--- src/rtl/time_keeper.sv ---
// time_keeper: BCD hh:mm:ss timekeeping core with a validated time-set path.
// Counting is enabled by the one-cycle clk_1Hz strobe. Time-set requests
// pass through IDLE -> CHECK -> COMMIT; rejected requests pulse set_err.
// Optional 12 h display mapping: define TIME_KEEPER_12H_EN.
module time_keeper #(
    parameter logic [7:0] RESET_HH = 8'h00,
    parameter logic [7:0] RESET_MM = 8'h00,
    parameter logic [7:0] RESET_SS = 8'h00
) (
    input  logic       clk_50Mhz,
    input  logic       rst,
    input  logic       clk_1Hz,
    input  logic       set_valid,
    output logic       set_ready,
    input  logic [7:0] set_hh,
    input  logic [7:0] set_mm,
    input  logic [7:0] set_ss,
    output logic [7:0] hh_bcd,
    output logic [7:0] mm_bcd,
    output logic [7:0] ss_bcd,
    output logic       pm,
    output logic       day_tick,
    output logic       set_err
);

    typedef enum logic [1:0] {IDLE, CHECK, COMMIT} state_t;

    state_t     state_q, state_d;
    logic [7:0] hh_q, mm_q, ss_q;
    logic [7:0] hh_d, mm_d, ss_d;
    logic [7:0] sh_hh_q, sh_mm_q, sh_ss_q;
    logic       capture;
    logic       set_ready_q, set_err_q, set_err_d, day_tick_q, day_tick_d;
    logic       shadow_ok;
    logic       ss_wrap, mm_wrap, hh_wrap;

    // Two-digit BCD increment; caller handles the wrap back to 00.
    function automatic logic [7:0] bcd_inc(input logic [7:0] v);
        if (v[3:0] == 4'd9) return {v[7:4] + 4'd1, 4'h0};
        else                return {v[7:4], v[3:0] + 4'd1};
    endfunction

    // Both nibbles decimal and the value within its field limit.
    function automatic logic bcd_ok(input logic [7:0] v, input logic [7:0] max);
        return (v[3:0] <= 4'd9) && (v[7:4] <= 4'd9) && (v <= max);
    endfunction

    assign shadow_ok = bcd_ok(sh_hh_q, 8'h23) && bcd_ok(sh_mm_q, 8'h59) &&
                       bcd_ok(sh_ss_q, 8'h59);

    assign ss_wrap = (ss_q == 8'h59);
    assign mm_wrap = (mm_q == 8'h59);
    assign hh_wrap = (hh_q == 8'h23);

    // Set FSM: next state, shadow capture strobe and reject pulse.
    always_comb begin
        state_d   = state_q;
        capture   = 1'b0;
        set_err_d = 1'b0;
        unique case (state_q)
            IDLE: begin
                if (set_valid) begin
                    capture = 1'b1;
                    state_d = CHECK;
                end
            end
            CHECK: begin
                if (shadow_ok) begin
                    state_d = COMMIT;
                end else begin
                    state_d   = IDLE;
                    set_err_d = 1'b1;
                end
            end
            COMMIT:  state_d = IDLE;
            default: state_d = IDLE;
        endcase
    end

    // Time next-state: a commit overrides (and swallows) a coincident strobe.
    always_comb begin
        hh_d       = hh_q;
        mm_d       = mm_q;
        ss_d       = ss_q;
        day_tick_d = 1'b0;
        if (state_q == COMMIT) begin
            hh_d = sh_hh_q;
            mm_d = sh_mm_q;
            ss_d = sh_ss_q;
        end else if (clk_1Hz) begin
            ss_d = ss_wrap ? 8'h00 : bcd_inc(ss_q);
            if (ss_wrap) begin
                mm_d = mm_wrap ? 8'h00 : bcd_inc(mm_q);
                if (mm_wrap) begin
                    hh_d       = hh_wrap ? 8'h00 : bcd_inc(hh_q);
                    day_tick_d = hh_wrap;
                end
            end
        end
    end

    // State, time, shadow and registered status outputs.
    always_ff @(posedge clk_50Mhz) begin
        if (rst) begin
            state_q     <= IDLE;
            hh_q        <= RESET_HH;
            mm_q        <= RESET_MM;
            ss_q        <= RESET_SS;
            sh_hh_q     <= 8'h00;
            sh_mm_q     <= 8'h00;
            sh_ss_q     <= 8'h00;
            set_ready_q <= 1'b1;
            set_err_q   <= 1'b0;
            day_tick_q  <= 1'b0;
        end else begin
            state_q     <= state_d;
            hh_q        <= hh_d;
            mm_q        <= mm_d;
            ss_q        <= ss_d;
            set_ready_q <= (state_d == IDLE);
            set_err_q   <= set_err_d;
            day_tick_q  <= day_tick_d;
            if (capture) begin
                sh_hh_q <= set_hh;
                sh_mm_q <= set_mm;
                sh_ss_q <= set_ss;
            end
        end
    end

    assign set_ready = set_ready_q;
    assign set_err   = set_err_q;
    assign day_tick  = day_tick_q;
    assign mm_bcd    = mm_q;
    assign ss_bcd    = ss_q;

`ifdef TIME_KEEPER_12H_EN
    logic [4:0] hbin, hdisp;

    // 24 h internal hour to 12 h display hour plus PM flag.
    always_comb begin
        hbin  = 5'(hh_q[7:4]) * 5'd10 + 5'(hh_q[3:0]);
        hdisp = hbin;
        pm    = 1'b0;
        if (hbin == 5'd0) begin
            hdisp = 5'd12;
        end else if (hbin == 5'd12) begin
            pm = 1'b1;
        end else if (hbin > 5'd12) begin
            hdisp = hbin - 5'd12;
            pm    = 1'b1;
        end
        if (hdisp >= 5'd10) hh_bcd = {4'h1, 4'(hdisp - 5'd10)};
        else                hh_bcd = {4'h0, hdisp[3:0]};
    end
`else
    assign hh_bcd = hh_q;
    assign pm     = 1'b0;
`endif

endmodule

--- config.mk ---
export PLATFORM = sky130hd
export DESIGN_NAME = time_keeper
export DESIGN_NICKNAME = d
export VERILOG_FILES = /design/src/rtl/time_keeper.sv
export SDC_FILE = /design/constraint.sdc
export NUM_CORES = 1
export LEC_CHECK = 0
export ABC_AREA = 1
export CAP_MARGIN = 10
export CORE_UTILIZATION = 25
export CTS_BUF_LIST = sky130_fd_sc_hd__clkbuf_8
export DETAILED_ROUTE_END_ITERATION = 10
export PLACE_DENSITY = 0.49
export SLEW_MARGIN = 30
export SYNTH_ARGS = -nofsm -noshare
export SYNTH_HDL_FRONTEND = slang
export SYNTH_SLANG_ARGS = --single-unit
--- constraint.sdc ---
create_clock -name clk_50Mhz -period 1.4 [get_ports clk_50Mhz]
set_clock_uncertainty 0.05 [all_clocks]
set_input_delay 0.28 -clock clk_50Mhz [delete_from_list [all_inputs] [get_ports clk_50Mhz]]
set_output_delay 0.28 -clock clk_50Mhz [all_outputs]
set_load 0.05 [all_outputs]
Yosys cells after proc, flatten, opt, wreduce, memory -nomap -nowiden
Cells that the tools add are included.
{"block": "word_totals", "register_bits": 53, "in_bits": 28, "output_inout_bits": 28, "wordCells": 84}
{"block": "classes", "addsub": 6, "order_cmp": 9, "eq_ne": 8, "n_mux": 21, "bitwise": 4, "reduce_logical": 23}
{"operator": "two-way mux 8 bit", "n": 15}
{"operator": "adder 4 x 1 -> 4 bit (second input constant)", "n": 6}
{"operator": "less-or-equal comparator 4 bit (second input constant)", "n": 6}
{"operator": "== test 8 x 7 -> 1 bit (second input constant)", "n": 2}
{"operator": "less-or-equal comparator 8 x 7 -> 1 bit (second input constant)", "n": 2}
{"operator": "== test 4 bit (second input constant)", "n": 3}
{"operator": "nonzero test 3 bit", "n": 3}
{"operator": "== test 8 x 6 -> 1 bit (second input constant)", "n": 1}
{"operator": "less-or-equal comparator 8 x 6 -> 1 bit (second input constant)", "n": 1}
{"operator": "logical AND 1 bit", "n": 8}
{"operator": "AND reduction 3 bit", "n": 2}
{"operator": "nonzero test 2 bit", "n": 3}
{"operator": "OR reduction 5 bit", "n": 1}
{"operator": "logical NOT 2 bit", "n": 2}
{"operator": "two-way mux 2 bit", "n": 2}
{"operator": "NOT 1 bit", "n": 4}
{"operator": "one-hot mux 2 bit (2 select lines)", "n": 1}
{"operator": "AND reduction 2 bit", "n": 2}
{"operator": "AND reduction 4 bit", "n": 1}
{"operator": "two-way mux 1 bit", "n": 3}
{"operator": "== test 2 x 1 -> 1 bit (second input constant)", "n": 1}
{"operator": "== test 2 bit (second input constant)", "n": 1}
{"operator": "OR reduction 2 bit", "n": 1}

Longest topological paths before layout
Gate-level depths: netlist of the first run.
{"block": "depth", "word_depth": 8, "ltp_mapped": 12, "ltp_nobuf": 12}

Worst setup path after synthesis of the first run
OpenSTA, ideal clock, no wires.
{"block": "synth_timing", "path_kind": "register -> register", "startpoint": "reg ss_q[0] (netlist: ss_bcd[0])", "endpoint": "reg hh_q[2] (netlist: hh_bcd[2])", "setup_ns": 0.115, "t_arrival_ns": 1.730, "setup_slack_ns": -0.494, "path_stages_with_launch": 11, "path_cell_list": "dfxtp_1 -> ha_1 -> nand2_1 -> nor2_4 -> nand2_4 -> nand2_2 -> nand2_4 -> nor2_8 -> inv_4 -> nor2_1 -> nor2_1"}
{"block": "synth_via", "elab_chain_len": 3}
{"element": "start: declaration", "line_no": "29", "source": "logic [7:0] hh_q, mm_q, ss_q;"}
{"element": "start signal: assignment", "line_no": "119", "source": "ss_q <= ss_d;"}
{"element": "== test 8 x 7 -> 1 bit", "line_no": "51", "source": "assign ss_wrap = (ss_q == 8'h59);"}
{"element": "nonzero test 2 bit (no source line)"}
{"element": "AND reduction 3 bit (no source line)"}
{"element": "end signal: assignment", "line_no": "117", "source": "hh_q <= hh_d;"}
{"element": "end: declaration", "line_no": "29"}
No other way between the ends.
A chain may end at the register's enable or synchronous reset.

Worst setup path after layout of the first run
{"block": "layout_timing", "startpoint": "reg ss_q[1] (netlist: ss_bcd[1])", "endpoint": "reg hh_q[3] (netlist: hh_bcd[3])"}
The elaborated chain is that of the path after synthesis.

==> results of run 1 <==
[synthesized netlist by cell type]
library cell,instances
nor2_1,68
dfxtp_1,53
o21ai_0,43
nand2_1,38
inv_1,34
a21oi_1,24
nand3_1,19
ha_1,10
o21ai_1,10
clkbuf_1,6
nor2_2,6
xor2_1,6
inv_2,5
o22ai_1,5
buf_2,4
nand2_2,4
nand3b_1,4
nand4_1,4
nor3_1,4
a31oi_1,3
nand3_2,3
buf_4,2
inv_4,2
nand2_4,2
nor2_4,2
nor2_8,2
or2_2,2
xnor2_1,2
a22oi_1,1
buf_1,1
clkbuf_2,1
conb_1,1
nor4_1,1
o21bai_2,1
[layout make-up]
| class | count | area (um2) |
|---|---|---|
| clock buffer | 5 | 68.8 |
| clock inverter | 3 | 13.8 |
| fill | 1066 | 5910 |
| inverter | 41 | 166 |
| multi-input combinational | 265 | 1600 |
| sequential | 53 | 1110 |
| tap | 136 | 170 |
| timing repair buffer | 120 | 1380 |
[power by group through the flow]
| stage | Clock, mW | Sequential [mW] | Combinational [mW] |
|---|---|---|---|
| after floorplan | 0 | 1.70 | 0.217 |
| after global placement | 0 | 1.65 | 0.546 |
| after detailed placement | 0 | 1.66 | 0.551 |
| after CTS | 0.885 | 1.62 | 0.562 |
| after global routing | 0.939 | 1.64 | 0.639 |
| final | 0.852 | 1.62 | 0.584 |
[sequential cells by signal (all words and copies together), names as in the netlist]
| name | cells |
|---|---|
| day_tick | 1 |
| hh_bcd | 8 |
| mm_bcd | 8 |
| set_err | 1 |
| set_ready | 1 |
| sh_hh_q | 8 |
| sh_mm_q | 8 |
| sh_ss_q | 8 |
| ss_bcd | 8 |
| state_q | 2 |
[cell families after synthesis]
| logic type | count (synthesis) | share of synthesized area |
|---|---|---|
| and+or+nand+nor | 159 | 0.283 |
| AOI/OAI and AO/OA | 87 | 0.168 |
| buffers and inverters | 55 | 0.0833 |
| DFF | 53 | 0.392 |
| adders and majority gates | 10 | 0.0463 |
| xor gates and xnor gates | 8 | 0.0259 |
| other | 1 | 0.00139 |
[per-stage QoR]
stage	hold slack, ns	instance area (um2)
after detailed placement	0.402	4120
after global placement	0.400	4120
after CTS	0.418	4300
after global routing	0.450	4510
final	0.416	4510
after floorplan	0.379	2770
[layer usage]
metal,part of all wire,routed length [um]
met5,0,0
met4,0.017,131
met3,0.026,200
met2,0.49,3740
met1,0.46,3530
[critical path, stage by stage, from the launching register on]
cell,delay [ns]
dfxtp_4,0.36
inv_4,0.05
ha_4,0.13
nand2_4,0.05
nor2_4,0.17
nand2_4,0.10
nand2_4,0.09
nand2_8,0.08
nor2_8,0.19
inv_4,0.07
nor2_1,0.10
nor2_1,0.05
[worst paths after layout]
check	endpoint	slack, ns	from	cells past startpoint
setup / recovery	hh_bcd[3]	-0.20	ss_bcd[1]	11
hold / removal	sh_mm_q[0]	0.42	sh_mm_q[0]	2
setup reg to reg	hh_bcd[3]	-0.20	ss_bcd[1]	11
hold reg to reg	sh_mm_q[0]	0.42	sh_mm_q[0]	2
[what timing repair did]
| action | CTS | global route |
|---|---|---|
| gates resized for setup | 15 | 39 |
| endpoints found under the setup margin | 22 | 36 |
| pin swaps | 13 | 25 |
| buffers inserted | 6 | 9 |
==> metrics.md, run 1 <==
| Metric | Value |
|---|---|
| Power share of the clock group | `0.278` |
| Crit share post-route | `1.14` |
| Non-filler cells, final | `slightly above 600` |
| Status | `finished with violations` |
| Fin crit period | `1.60 ns` |
| Vias in the first global route | `between 2000 and 3000` |
| Area of the core | `between 10000 and 15000 um2` |
| Startpoint Class | `register` |
| FMAX | `~630 MHz` |
| Synth cell types | `34` |
| Pwr Total | `3.06 mW` |
| Int Power | `approximately 2.2 mW` |
| Insertion delay to the later sink of the worst-skew pair | `~0.31 ns` |
| Overall routing resource usage | `0.139` |
| CP max FO | `8` |
| Hold_buf cts | `0` |
| Crit end category | `register` |
| Reg clk slew, reported paths | `0.10 ns` |
| GRT overflow | `0` |
| Worst hold path class | `register to register` |
| Top-area cell type share of the netlist area | `0.392` |
| Post-DP HPWL | `5.74 mm` |
| Global routing usage on met1 | `0.171` |
| PD cells | `between 600 and 700 nW/um2` |
| Die width | `106 um` |
| Worst VDD drop | `about 0.40 mV` |
| Final setup violation count | `21` |
| Initial Util | `0.260` |
| Post-Route WL | `between 7 and 8 mm` |
| Post-Synthesis Cells | `roughly 370` |
| Routed via count | `2714` |
| Syn Nets | `411` |
| Ant. Diodes | `0` |
| H-tree depth | `2` |
| Reg power frac | `0.531` |
| Largest net degree at the start of global routing | `27` |
| Final-report hold violation count | `0` |
| Die Height | `about 110 um` |
| Worst EP required | `approximately 1.6 ns` |
| Worst setup margin | `-0.199 ns` |
| Post-synthesis register bit count | `53` |
| Routed vias/inst | `~4.4` |
| Syn. warnings | `0` |
| Number of remaining DRC errors | `0` |
| Leakage | `about 1.9 nW` |
| Io pins | `56` |
| P&R area growth vs syn | `66.7%` |
| Placed Cells | `600` |
| Die ar. | `11200 um2` |
| Max Cap Viol | `0` |
| ANT nets after route | `0` |
| CTS max path bufs | `2` |
| Most frequent cells in the layout | `nor2_1, buf_4, o21ai_0, nand2_1` |
| Post-layout net count | `524` |
| Avg Cell Area, Syn | `roughly 7.2 um2` |
| RSZ-0062 raised after global routing | `true` |
| Commonest non-fill, non-tap cell in the layout | `nor2_1` |
| Worst EP arrival | `1.76 ns` |
| Iter 0 DRT Violations | `102` |
| Root Buffer | `clkbuf_8` |
| First-pass detailed-route iteration total | `4` |
| Initial antenna violation count | `0` |
| TritonCTS clock tree | `done` |
| Met3 Use GR | `0.0251` |
| CTS Sinks | `53` |
| Share of cells above drive strength 1 | `0.374` |
| First-pass GRT wire length | `12.4 mm` |
| Post-Syn Area | `approximately 2700 um2` |
| Gate power share | `0.191` |
| Top Usage Layer GRT | `met2` |
| Sw Pwr | `roughly 0.86 mW` |
| Grt met2 use | `0.243` |
| Gpl congestion | `0.832` |
| Port-buffer cells | `54` |
| Num CTS Buffers | `5` |
| Setup TNS | `-2.54 ns` |
| Top post-synthesis cells by area | `dfxtp_1, nor2_1, o21ai_0` |
| CP Class | `register to register` |
| Dpl ws | `-0.292 ns` |
| End-of-flow core utilization | `0.433` |
| Largest area contributor in the netlist | `dfxtp_1` |
| Slew Viols, Final | `0` |
| Core Rows | `37` |
| Sequential fraction of the synthesis area | `0.392` |
| Switching share of power | `0.281` |
| Failing checks | `negative setup slack` |
| Wire per inst | `approximately 12 um` |
No activity file was read; power rests on OpenSTA's default activity.
==> run 2: changes to the inputs <==
--- a/config.mk
+++ b/config.mk
@@ -7,6 +7,7 @@
 export LEC_CHECK = 0
 export ABC_AREA = 1
 export CAP_MARGIN = 10
+export CORE_MARGIN = 3
 export CORE_UTILIZATION = 25
 export CTS_BUF_LIST = sky130_fd_sc_hd__clkbuf_8
 export DETAILED_ROUTE_END_ITERATION = 10
==> metrics.md, run 2 (synthesis gave the netlist of run 1 again) <==
| Metric | Value |
|---|---|
| Status | `finished with violations` |
| Failing checks | `negative setup slack` |
| Non-filler cells, final | `626 (+0.48%)` |
| Hold Slack | `0.417 ns (+0.00128 ns)` |
| Routed via count | `2722 (+0.29%)` |
| Vias in the first global route | `2661 (+0.038%)` |
| Worst Reg-to-Reg Cells | `11 (unchanged)` |
| CP Class | `register to register` |
| Hold Crit Start | `sh_mm_q[4]` |
| Leakage | `1.92 nW (+1.1%)` |
| Worst EP arrival | `1.69 ns (-0.07 ns)` |
| CP max FO | `8 (unchanged)` |
| Placed Cells | `604 (+0.67%)` |
| Reg-to-reg slack, setup | `-0.14 ns (+0.06 ns)` |
| Setup TNS | `-1.47 ns (+1.07 ns)` |
| Die Height | `110 um (+3.8%)` |
| Die ar. | `12100 um2 (+7.7%)` |
| CTS Sinks | `53 (unchanged)` |
| Worst reg2reg path endpoint | `hh_bcd[2]` |
| Initial Util | `0.260 (unchanged)` |
| Initial antenna violation count | `0 (unchanged)` |
| Hold Path Cell Cnt | `2 (unchanged)` |
| H-tree depth | `2 (unchanged)` |
| Post-layout net count | `527 (+0.57%)` |
| Post-DP HPWL | `5.99 mm (+4.3%)` |
| Worst VDD drop | `0.496 mV (+23%)` |
| FMAX | `648 MHz (+3.6%)` |
| Reg clk slew, reported paths | `0.10 ns (about the same)` |
| Insertion delay to the later sink of the worst-skew pair | `0.30 ns (about the same)` |
| Core Rows | `37 (unchanged)` |
| R2R Path Start | `ss_bcd[1]` |
| PD cells | `722 nW/um2 (+6.4%)` |
| Ant. Diodes | `0 (unchanged)` |
| Share of cells above drive strength 1 | `0.369 (-0.00433)` |
| Routed vias/inst | `4.35 (-0.19%)` |
| Gpl congestion | `0.838 (+0.75%)` |
| Worst EP required | `1.55 ns (about the same)` |
| Die width | `110 um (+3.8%)` |
| Largest net degree at the start of global routing | `34 (+26%)` |
| Max Cap Viol | `0 (unchanged)` |
| First-pass GRT wire length | `12.6 mm (+1.2%)` |
| Area of the core | `10400 um2 (unchanged)` |
| Crit share post-route | `1.10 (-0.0401)` |
| End-of-flow core utilization | `0.435 (+0.00180)` |
| Crit end category | `register` |
| Final setup violation count | `18 (-14%)` |
| Hold_buf cts | `0 (unchanged)` |
| Final-report hold violation count | `0 (unchanged)` |
| Wire per inst | `12.4 um (+2.0%)` |
| P&R area growth vs syn | `67.4%` |
| Root Buffer | `clkbuf_8` |
| Num CTS Buffers | `5 (unchanged)` |
| ANT nets after route | `0 (unchanged)` |
| Slew Viols, Final | `0 (unchanged)` |
| Iter 0 DRT Violations | `126 (+24%)` |
| Io pins | `56 (unchanged)` |
| Hold Path Sink | `sh_mm_q[4]` |
| First-pass detailed-route iteration total | `4 (unchanged)` |
| GRT overflow | `0 (unchanged)` |
| Port-buffer cells | `54 (unchanged)` |
| Fin crit period | `1.54 ns (-0.0562 ns)` |
| Post-Route WL | `7.79 mm (+2.5%)` |
| CTS max path bufs | `2 (unchanged)` |
| Worst setup margin | `-0.143 ns (+0.0562 ns)` |
| Most frequent cells in the layout | `nor2_1, buf_4, o21ai_0, nand2_1` |
| Worst hold path class | `register to register` |
| RSZ-0062 raised after global routing | `true` |
| Overall routing resource usage | `0.131 (-0.00827)` |
| Startpoint Class | `register` |
| Number of remaining DRC errors | `0 (unchanged)` |
| TritonCTS clock tree | `done` |
run 2: per-stage QoR:
stage          instance area [um2]  setup slack, ns  power [mW]
6_report                      4530           -0.143        3.27
3_5_place_dp                  4140           -0.281        2.21
5_1_grt                       4530           -0.231        3.43
2_1_floorplan                 2770           -0.145        1.92
4_1_cts                       4360           -0.105        3.30
3_3_place_gp                  4140           -0.253        2.20
run 2: worst max path at each step:
stage | startpoint | to | cells past startpoint
6_report | ss_bcd[1] | hh_bcd[2] | 11
3_5_place_dp | clk_1Hz | mm_bcd[6] | 8
4_1_cts | ss_bcd[1] | hh_bcd[4] | 11
5_1_grt | ss_bcd[1] | hh_bcd[2] | 11
2_1_floorplan | ss_bcd[0] | hh_bcd[2] | 10
3_3_place_gp | clk_1Hz | hh_bcd[2] | 8
run 2: power by group:
part	internal [mW]	leakage, nW	switching (mW)
Clock	0.577	0.0626	0.497
Sequential	1.57	0.447	0.0471
Combinational	0.279	1.41	0.296
run 2: repair_timing:
item,4_1_cts,5_1_grt
resized for setup,20,26
pin swaps,7,13
buffers inserted,5,11
setup endpoints to repair,24,26
run 2: worst max-delay path, stage by stage (launching register included):
cell and delay, ns:
dfxtp_4 0.35, inv_2 0.06, ha_4 0.13, nand2_4 0.05
nor2_4 0.12, nand2_4 0.10, nand2_4 0.09, nand2_8 0.07
nor2_8 0.20, inv_4 0.07, nor2_1 0.10, nor2_1 0.04
run 2: per-layer routing:
| metal | track usage | part of all wire |
|---|---|---|
| met5 | 0 | 0 |
| met1 | 0.176 | 0.48 |
| met2 | 0.220 | 0.49 |
| met4 | 0.0321 | 0.0076 |
| met3 | 0.0210 | 0.030 |
run 2: final cells by class:
| cell class | count | area, um2 |
|---|---|---|
| repair buffers | 123 | 1380 |
| clock inverters | 2 | 33.8 |
| inverters | 41 | 166 |
| fillers | 1069 | 5890 |
| multi-input cells | 265 | 1580 |
| clock buffers | 6 | 82.6 |
| well taps | 136 | 170 |
| flip-flops and latches | 53 | 1110 |
==> run 3: changes to the inputs <==
--- a/config.mk
+++ b/config.mk
@@ -11,7 +11,7 @@
 export CORE_UTILIZATION = 25
 export CTS_BUF_LIST = sky130_fd_sc_hd__clkbuf_8
 export DETAILED_ROUTE_END_ITERATION = 10
-export PLACE_DENSITY = 0.49
+export PLACE_DENSITY = 0.48
 export SLEW_MARGIN = 30
 export SYNTH_ARGS = -nofsm -noshare
 export SYNTH_HDL_FRONTEND = slang
==> constraint.sdc (replaced) <==
create_clock -name clk_50Mhz -period 1.9 [get_ports clk_50Mhz]
set_clock_uncertainty 0.05 [all_clocks]
set_input_delay 0.38 -clock clk_50Mhz [delete_from_list [all_inputs] [get_ports clk_50Mhz]]
set_output_delay 0.38 -clock clk_50Mhz [all_outputs]
set_load 0.05 [all_outputs]
==> metrics.md, run 3 (synthesis gave the netlist of run 1 again) <==
| Metric | Value |
|---|---|
| Post_cts resized | `0 (-100%)` |
| TritonCTS clock tree | `done` |
| Overall routing resource usage | `0.126 (-0.00483)` |
| Root Buffer | `clkbuf_8` |
| Wire per inst | `13.1 um (+4.9%)` |
| Final setup violation count | `0 (-18)` |
| Die ar. | `12100 um2 (unchanged)` |
| Post-layout net count | `468 (-11%)` |
| First-pass GRT wire length | `12.1 mm (-3.6%)` |
| Fin crit period | `1.69 ns (+0.148 ns)` |
| ANT nets after route | `0 (unchanged)` |
| Most frequent cells in the layout | `nor2_1, dfxtp_1, o21ai_0, nand2_1, buf_4` |
| Worst EP required | `2.05 ns (+0.50 ns)` |
| First-pass detailed-route iteration total | `4 (unchanged)` |
| CTS Sinks | `53 (unchanged)` |
| Routed via count | `2515 (-7.6%)` |
| Leakage | `1.49 nW (-22%)` |
| Commonest non-fill, non-tap cell in the layout | `nor2_1` |
| FMAX | `591 MHz (-8.7%)` |
| CP max FO | `8 (unchanged)` |
| Status | `complete, no violations` |
| Initial antenna violation count | `0 (unchanged)` |
| Worst VDD drop | `0.347 mV (-30%)` |
| Die width | `110 um (unchanged)` |
| GRT overflow | `0 (unchanged)` |
| Die Height | `110 um (unchanged)` |
| Startpoint Class | `register` |
| Hold_buf cts | `0 (unchanged)` |
| Iter 0 DRT Violations | `89 (-29%)` |
| Post-Route WL | `7.39 mm (-5.1%)` |
| Post-DP HPWL | `5.72 mm (-4.4%)` |
| Setup TNS | `0 ns (+1.47 ns)` |
| Port-buffer cells | `54 (unchanged)` |
| Share of cells above drive strength 1 | `0.172 (-0.197)` |
| Io pins | `56 (unchanged)` |
| RSZ-0062 raised after global routing | `false` |
| Fillers | `1135 (+6.2%)` |
| Area of the core | `10400 um2 (unchanged)` |
| Largest net degree at the start of global routing | `29 (-15%)` |
| Crit share post-route | `0.890 (-0.212)` |
| Pwr Total | `2.28 mW (-30%)` |
| Vias in the first global route | `2449 (-8.0%)` |
| Number of remaining DRC errors | `0 (unchanged)` |
| Post-CTS Setup Bufs | `0 (-5)` |
| Num CTS Buffers | `5 (unchanged)` |
| Gpl congestion | `0.833 (-0.58%)` |
| Worst hold path class | `register to register` |
| H-tree depth | `2 (unchanged)` |
| Max Cap Viol | `0 (unchanged)` |
| Initial Util | `0.260 (unchanged)` |
| Ant. Diodes | `0 (unchanged)` |
| Routed vias/inst | `4.44 (+2.2%)` |
| CTS max path bufs | `2 (unchanged)` |
| Final-report hold violation count | `0 (unchanged)` |
| P&R area growth vs syn | `28.5%` |
| Insertion delay to the later sink of the worst-skew pair | `0.30 ns (about the same)` |
| CP Class | `register to register` |
| Reg clk slew, reported paths | `0.09 ns (about the same)` |
| PD cells | `655 nW/um2 (-9.3%)` |
| Worst EP arrival | `1.84 ns (+0.15 ns)` |
| Core Rows | `37 (unchanged)` |
| Crit end category | `register` |
| Slew Viols, Final | `0 (unchanged)` |
run 3: cell types whose count changed in the layout (fill, tap and decap cells not counted), sizes merged:
cell,delta
clkinv,+1
inv,-1
clkbuf,-1
buf,-59
run 3: cell type report:
cell class                 instances  area, um2  share of cell area
multi-input combinational        265       1420               0.408
sequential                        53       1060               0.306
timing repair buffer              64        561               0.161
tap                              136        170              0.0490
inverter                          41        159              0.0457
clock buffer                       5       68.8              0.0198
clock inverter                     2       35.0              0.0101
run 3: worst paths after layout:
check                                start          to  slack, ns  cells past startpoint
worst max-delay path             mm_bcd[1]   hh_bcd[0]       0.21                     10
worst min-delay path            sh_hh_q[5]  sh_hh_q[5]       0.42                      2
worst max register to register   mm_bcd[1]   hh_bcd[0]       0.21                     10
worst min register to register  sh_hh_q[5]  sh_hh_q[5]       0.42                      2
run 3: critical path: stages, from the launching register on:
cell      delay (ns)
dfxtp_1         0.44
inv_1           0.09
ha_1            0.19
nand3b_1        0.15
nor2_1          0.10
nor2_1          0.29
nor2_8          0.10
inv_4           0.08
nand2_2         0.05
inv_2           0.04
nor2_2          0.02
run 3: layer usage:
metal | part of all wire | routed length (um) | vias up | GRT usage
met5 | 0 | 0 | - | 0
met1 | 0.49 | 3620 | 1148 | 0.169
li1 | - | - | 1327 | -
met3 | 0.038 | 281 | 2 | 0.0227
met4 | 0.0057 | 42 | 0 | 0.0214
met2 | 0.47 | 3450 | 38 | 0.215
run 3: metrics by stage:
stage                     instance area [um2]  setup WS [ns]  hold WS [ns]  std cells  utilization
after floorplan                          2700        0.00578         0.380        373            -
after global placement                   3370          0.127         0.405        559        0.323
after detailed placement                 3370         0.0823         0.411        559        0.323
after CTS                                3470          0.146         0.425        566        0.333
after global routing                     3470         0.0426         0.468        566        0.333
final                                    3470          0.209         0.424        566        0.333
run 3: power breakdown:
part	total [mW]	switching, mW	internal [mW]
sequential	1.21	0.0381	1.17
combinational	0.321	0.190	0.131
clock	0.750	0.366	0.384
total	2.28	0.594	1.68
